<file path="config.mk">
export PLATFORM = sky130hd
export DESIGN_NAME = hy_cnt
export DESIGN_NICKNAME = d
export VERILOG_FILES = /design/src/rtl/hy_cnt.sv
export SDC_FILE = /design/constraint.sdc
export NUM_CORES = 1
export LEC_CHECK = 0
export BUFFER_PORTS_ARGS = -buffer_cell sky130_fd_sc_hd__buf_2
export CORE_UTILIZATION = 55
export DETAILED_ROUTE_END_ITERATION = 7
export GPL_ROUTABILITY_DRIVEN = 0
export MAX_ROUTING_LAYER = met4
export PLACE_DENSITY = 0.8
export RECOVER_POWER = 50
export SLEW_MARGIN = 20
export SYNTH_ARGS = -nofsm -noshare
export SYNTH_HDL_FRONTEND = slang
export SYNTH_SLANG_ARGS = --single-unit
</file>
<file path="constraint.sdc">
create_clock -name clk -period 5.2 [get_ports clk]
set_input_delay 0.78 -clock clk [delete_from_list [all_inputs] [get_ports clk]]
set_output_delay 0.78 -clock clk [all_outputs]
set_load 0.005 [all_outputs]
</file>
<file path="src/rtl/hy_cnt.sv">
`default_nettype none
// ============================================================================
//  Module      : hy_cnt
//  Description : Programmable free-running up-counter / tick generator.
//                Counts 0 .. per, wraps to 0 and raises a one-clock
//                period-complete pulse on every wrap. The terminal value is
//                shadowed from cnt_in only at load points, which are the
//                first clock after reset and each terminal count. A change
//                on cnt_in therefore never cuts a running period short.
//
//  Ports       : clk      - system clock, rising-edge active
//                rst_n    - asynchronous, active-low reset
//                cnt_in   - terminal count (period minus 1), quasi-static
//                cnt_out  - current count value, registered
//                cnt_int  - one-cycle period-complete pulse, registered
//                           (named "int" in the original Verilog-2001
//                           source; int is a keyword in SystemVerilog)
//
//  Revision    : 1.0 - initial release
// ============================================================================
module hy_cnt #(
    parameter int C_WIDTH = 32
) (
    input  logic             clk,
    input  logic             rst_n,
    input  logic [C_WIDTH:1] cnt_in,
    output logic [C_WIDTH:1] cnt_out,
    output logic             cnt_int
);

    localparam logic [C_WIDTH:1] c_one = {{(C_WIDTH-1){1'b0}}, 1'b1};

    logic [C_WIDTH:1] r_per;    // shadowed terminal value
    logic             r_armed;  // first period has been loaded
    logic             w_term;   // terminal count reached this cycle

    // The compare runs against the shadow register, so no input reaches an
    // output without passing through a flop.
    assign w_term = r_armed && (cnt_out == r_per);

    // Count, period shadow and arm flag.
    always_ff @(posedge clk or negedge rst_n) begin
        if (!rst_n) begin
            cnt_out <= '0;
            r_per   <= '0;
            r_armed <= 1'b0;
        end else if (!r_armed) begin
            // Load cycle: capture the first period; the count holds at 0.
            r_per   <= cnt_in;
            r_armed <= 1'b1;
        end else if (w_term) begin
            cnt_out <= '0;
            r_per   <= cnt_in;
        end else begin
            // Cannot overflow: terminal is always reached first, even
            // with an all-ones period.
            cnt_out <= cnt_out + c_one;
        end
    end

    // Period-complete pulse, high during the cycle in which the count sits
    // at 0 after a wrap.
    always_ff @(posedge clk or negedge rst_n) begin
        if (!rst_n) begin
            cnt_int <= 1'b0;
        end else begin
            cnt_int <= w_term;
        end
    end

`ifndef SYNTHESIS
    // History used by the checks below: the previous pulse value and whether
    // the period used for the previous terminal decision was zero.
    logic r_chk_int;
    logic r_chk_per_zero;

    always_ff @(posedge clk or negedge rst_n) begin
        if (!rst_n) begin
            r_chk_int      <= 1'b0;
            r_chk_per_zero <= 1'b0;
        end else begin
            r_chk_int      <= cnt_int;
            r_chk_per_zero <= (r_per == '0);
        end
    end

    always_ff @(posedge clk) begin
        if (rst_n) begin
            // Back-to-back pulses only happen with a zero period.
            assert (!(cnt_int && r_chk_int) || r_chk_per_zero);
            // The count never runs past the shadowed terminal value.
            assert (!r_armed || (cnt_out <= r_per));
        end
    end
`endif

endmodule
`default_nettype wire

</file>
==> results.json <==
{
  "final-setup-viol-count": 0,
  "vias": 2393,
  "synth_fa_ha_area_share_pct": 0.390,
  "drtPass1Iterations": 4,
  "post-route-period-util_pct": 57.6,
  "synth_xor_area_share_pct": 15.3,
  "synthArstFlopShare_pct": 100,
  "avgRoutedWirePerCell_um": 16.3,
  "ys_seq_elements": 66,
  "hold_buffers": 0,
  "syn2layout_area_growth_pct": 17.1,
  "path_cells": "xor2_1 > nor4_1 > nand4_1 > o31ai_4 > buf_4 > mux2_2",
  "status": "finished, final reports clean",
  "place_inst": 417,
  "grt_start_max_net_pins": 67,
  "synth_area_per_cell_um2": 11.3,
  "power_density_nw_per_um2": 303,
  "grt_pass1_wl_um": 11600,
  "die_y_um": 78.4,
  "rsz0062_at_grt": "no",
  "dp_hpwl_um": 4980,
  "path_max_fanout": 22,
  "synth.area.top_cells": "dfrtp_1 (51%), xor2_1 (14%), mux2_1 (9.8%)",
  "cts_sinks": 66,
  "die-area_um2": 6150,
  "cts_max_path_buffers": 2,
  "cp.required_ns": 5.44,
  "synth_top_family_by_area": "simple AND/OR/NAND/NOR gates",
  "finalCriticalPeriod_ns": 3.00,
  "max-cap-violations": 0,
  "overflow": 0,
  "synthesis.area_um2": 3210,
  "post-synth-top-area-fraction_pct": 51.4,
  "drive_gt1_share_pct": 23.5,
  "ys.flop_type": "dfrtp_1",
  "critPathKind": "flip-flop to flip-flop",
  "tritoncts": "yes",
  "vias_per_cell": 5.53,
  "cts-root-buf": "clkbuf_8",
  "clock_skew_ns": 0.00962,
  "synthMuxAreaShare_pct": 11.5,
  "finish.net_count": 391,
  "yosys.area.top_type": "dfrtp_1",
  "final_hold_viol_count": 0,
  "maxSlewViolCount": 0,
  "die_w_um": 78.4,
  "p_leak_uw": 0.00180,
  "cts_setup_buffers": 0,
  "instances_no_fill": 433,
  "core_area_um2": 5570,
  "min-delay-path-class": "flip-flop to flip-flop",
  "cts.repair.resized": 0,
  "cp-end-kind": "flip-flop",
  "antenna_found_initial": 0,
  "p_total_uw": 1140,
  "drt_iter0_drc": 158,
  "io_buffers": 66,
  "ys_warn_count": 0,
  "yosysUniqueCellTypes": 28,
  "worst_pin_slew_ns": 0.846,
  "grt_pass1_vias": 2356,
  "ant_nets": 0,
  "io_pins": 67,
  "clk_pin_slew_worst_paths_ns": 0.07,
  "clkLatencyLatePin_ns": 0.35,
  "synth-compound-area-share_pct": 2.65,
  "grt_usage_pct": 26.2,
  "cp.arrival_ns": 3.23,
  "route.detailed.drc": 0,
  "synthTopCellsByCount": "dfrtp_1 (66), xor2_1 (50), nor2_1 (31)",
  "synth_edf_count": 0,
  "num_rows": 27,
  "critPathSlowestCell": "o31ai_4",
  "timing.hold.ws_ns": 0.509,
  "synth_simple_gate_area_share_pct": 16.3,
  "timing.fmax_mhz": 334,
  "numCtsBuffers": 9,
  "yosysSeqAreaShare_pct": 51.4,
  "start_kind": "flip-flop",
  "synth_nets": 320,
  "wl_um": 7060,
  "syn-instance-count": 285,
  "cp_slowest_stage_delay_ns": 0.64,
  "ir_drop_v": 0.000187,
  "num_antenna_cells": 0,
  "yosys.cell_count.top_type": "dfrtp_1",
  "slew_headroom_pct": 43.2,
  "setup_tns_ns": 0,
  "start_util_pct": 57.6,
  "cts_max_level": 3
}
power by group:
group / total (µW) / switching [µW] / leakage (µW) / internal (µW)
logic: 146 / 71.4 / 0.000881 / 74.9
registers: 617 / 59.7 / 0.000835 / 558
clock network: 374 / 190 / 0.0000872 / 184
final cells by class:
cell class                 count  area [µm²]
clock buffer                  13         149
clock inverter                 3        15.0
fill                         438        1810
inverter                       3        11.3
multi-input combinational    206        1490
sequential                    66        1650
tap                           72        90.1
timing repair buffer          70         353
through the flow:
step	area, µm²	setup slack, ns	utilization [%]
after global routing	3760	2.08	67.5
after detailed placement	3600	2.16	64.6
after floorplan	3210	3.07	-
after global placement	3600	2.20	64.6
final	3760	2.20	67.5
after CTS	3770	2.15	67.6
path summary, 6_finish.rpt:
kind,from,endpoint,slack (ns),cells after the start
max,cnt_out[4]$_DFFE_PN0P_,r_per[2]$_DFFE_PN0P_,2.20,6
min,r_per[15]$_DFFE_PN0P_,r_per[15]$_DFFE_PN0P_,0.51,1
max reg2reg,cnt_out[4]$_DFFE_PN0P_,r_per[2]$_DFFE_PN0P_,2.20,6
min reg2reg,r_per[15]$_DFFE_PN0P_,r_per[15]$_DFFE_PN0P_,0.51,1
max in group asynchronous,rst_n,cnt_out[25]$_DFFE_PN0P_,4.05,2
min in group asynchronous,rst_n,r_per[18]$_DFFE_PN0P_,0.60,2
worst max-delay path: cells and delay by family (launching register included):
| kind | cells | cell delay (ns) |
|---|---|---|
| buf+inv | 1 | 0.42 |
| xor+xnor | 1 | 0.20 |
| mux | 1 | 0.37 |
| flops | 1 | 0.48 |
| simple gates | 2 | 0.77 |
| compound gates | 1 | 0.64 |
sequential cells by signal, indices dropped and copies added, names as in the netlist:
signal   count
r_per       32
cnt_out     32
r_armed      1
cnt_int      1
cells by family after synthesis:
| group | count (synthesis) |
|---|---|
| XOR/XNOR | 56 |
| AO/OA/AOI/OAI | 13 |
| multiplexers | 33 |
| buffers and inverters | 13 |
| flip-flops | 66 |
| AND/OR/NAND/NOR | 102 |
| other | 1 |
| adder cells (fa/ha/maj) | 1 |
routing by layer:
metal / track usage (%) / vias up / part of all wire [%]
li1: - / 1125 / -
met1: 34.0 / 1174 / 43
met2: 40.2 / 81 / 49
met3: 4.65 / 13 / 5.5
met4: 12.2 / 0 / 2.1
met5: - / - / 0
cells in the final DEF, fill, tap and decap left out:
cell,instances
and3_1,5
or3_1,5
buf_2,60
nand4_1,17
xnor2_1,6
mux2_2,4
and2_1,3
or2_2,1
clkbuf_1,9
o21ai_0,5
conb_1,1
mux2_1,28
a21oi_1,6
nand3_1,9
clkbuf_8,10
clkinv_2,3
nor4_1,9
mux2i_1,1
xor2_1,50
nand2_1,14
and4_1,3
o31ai_4,1
dfrtp_1,66
nor2_1,31
buf_4,4
nor3_2,1
inv_1,3
nor3_1,3
o2bb2ai_1,1
ha_1,1
nor4_2,1
No activity file was read; power rests on OpenSTA's default activity.
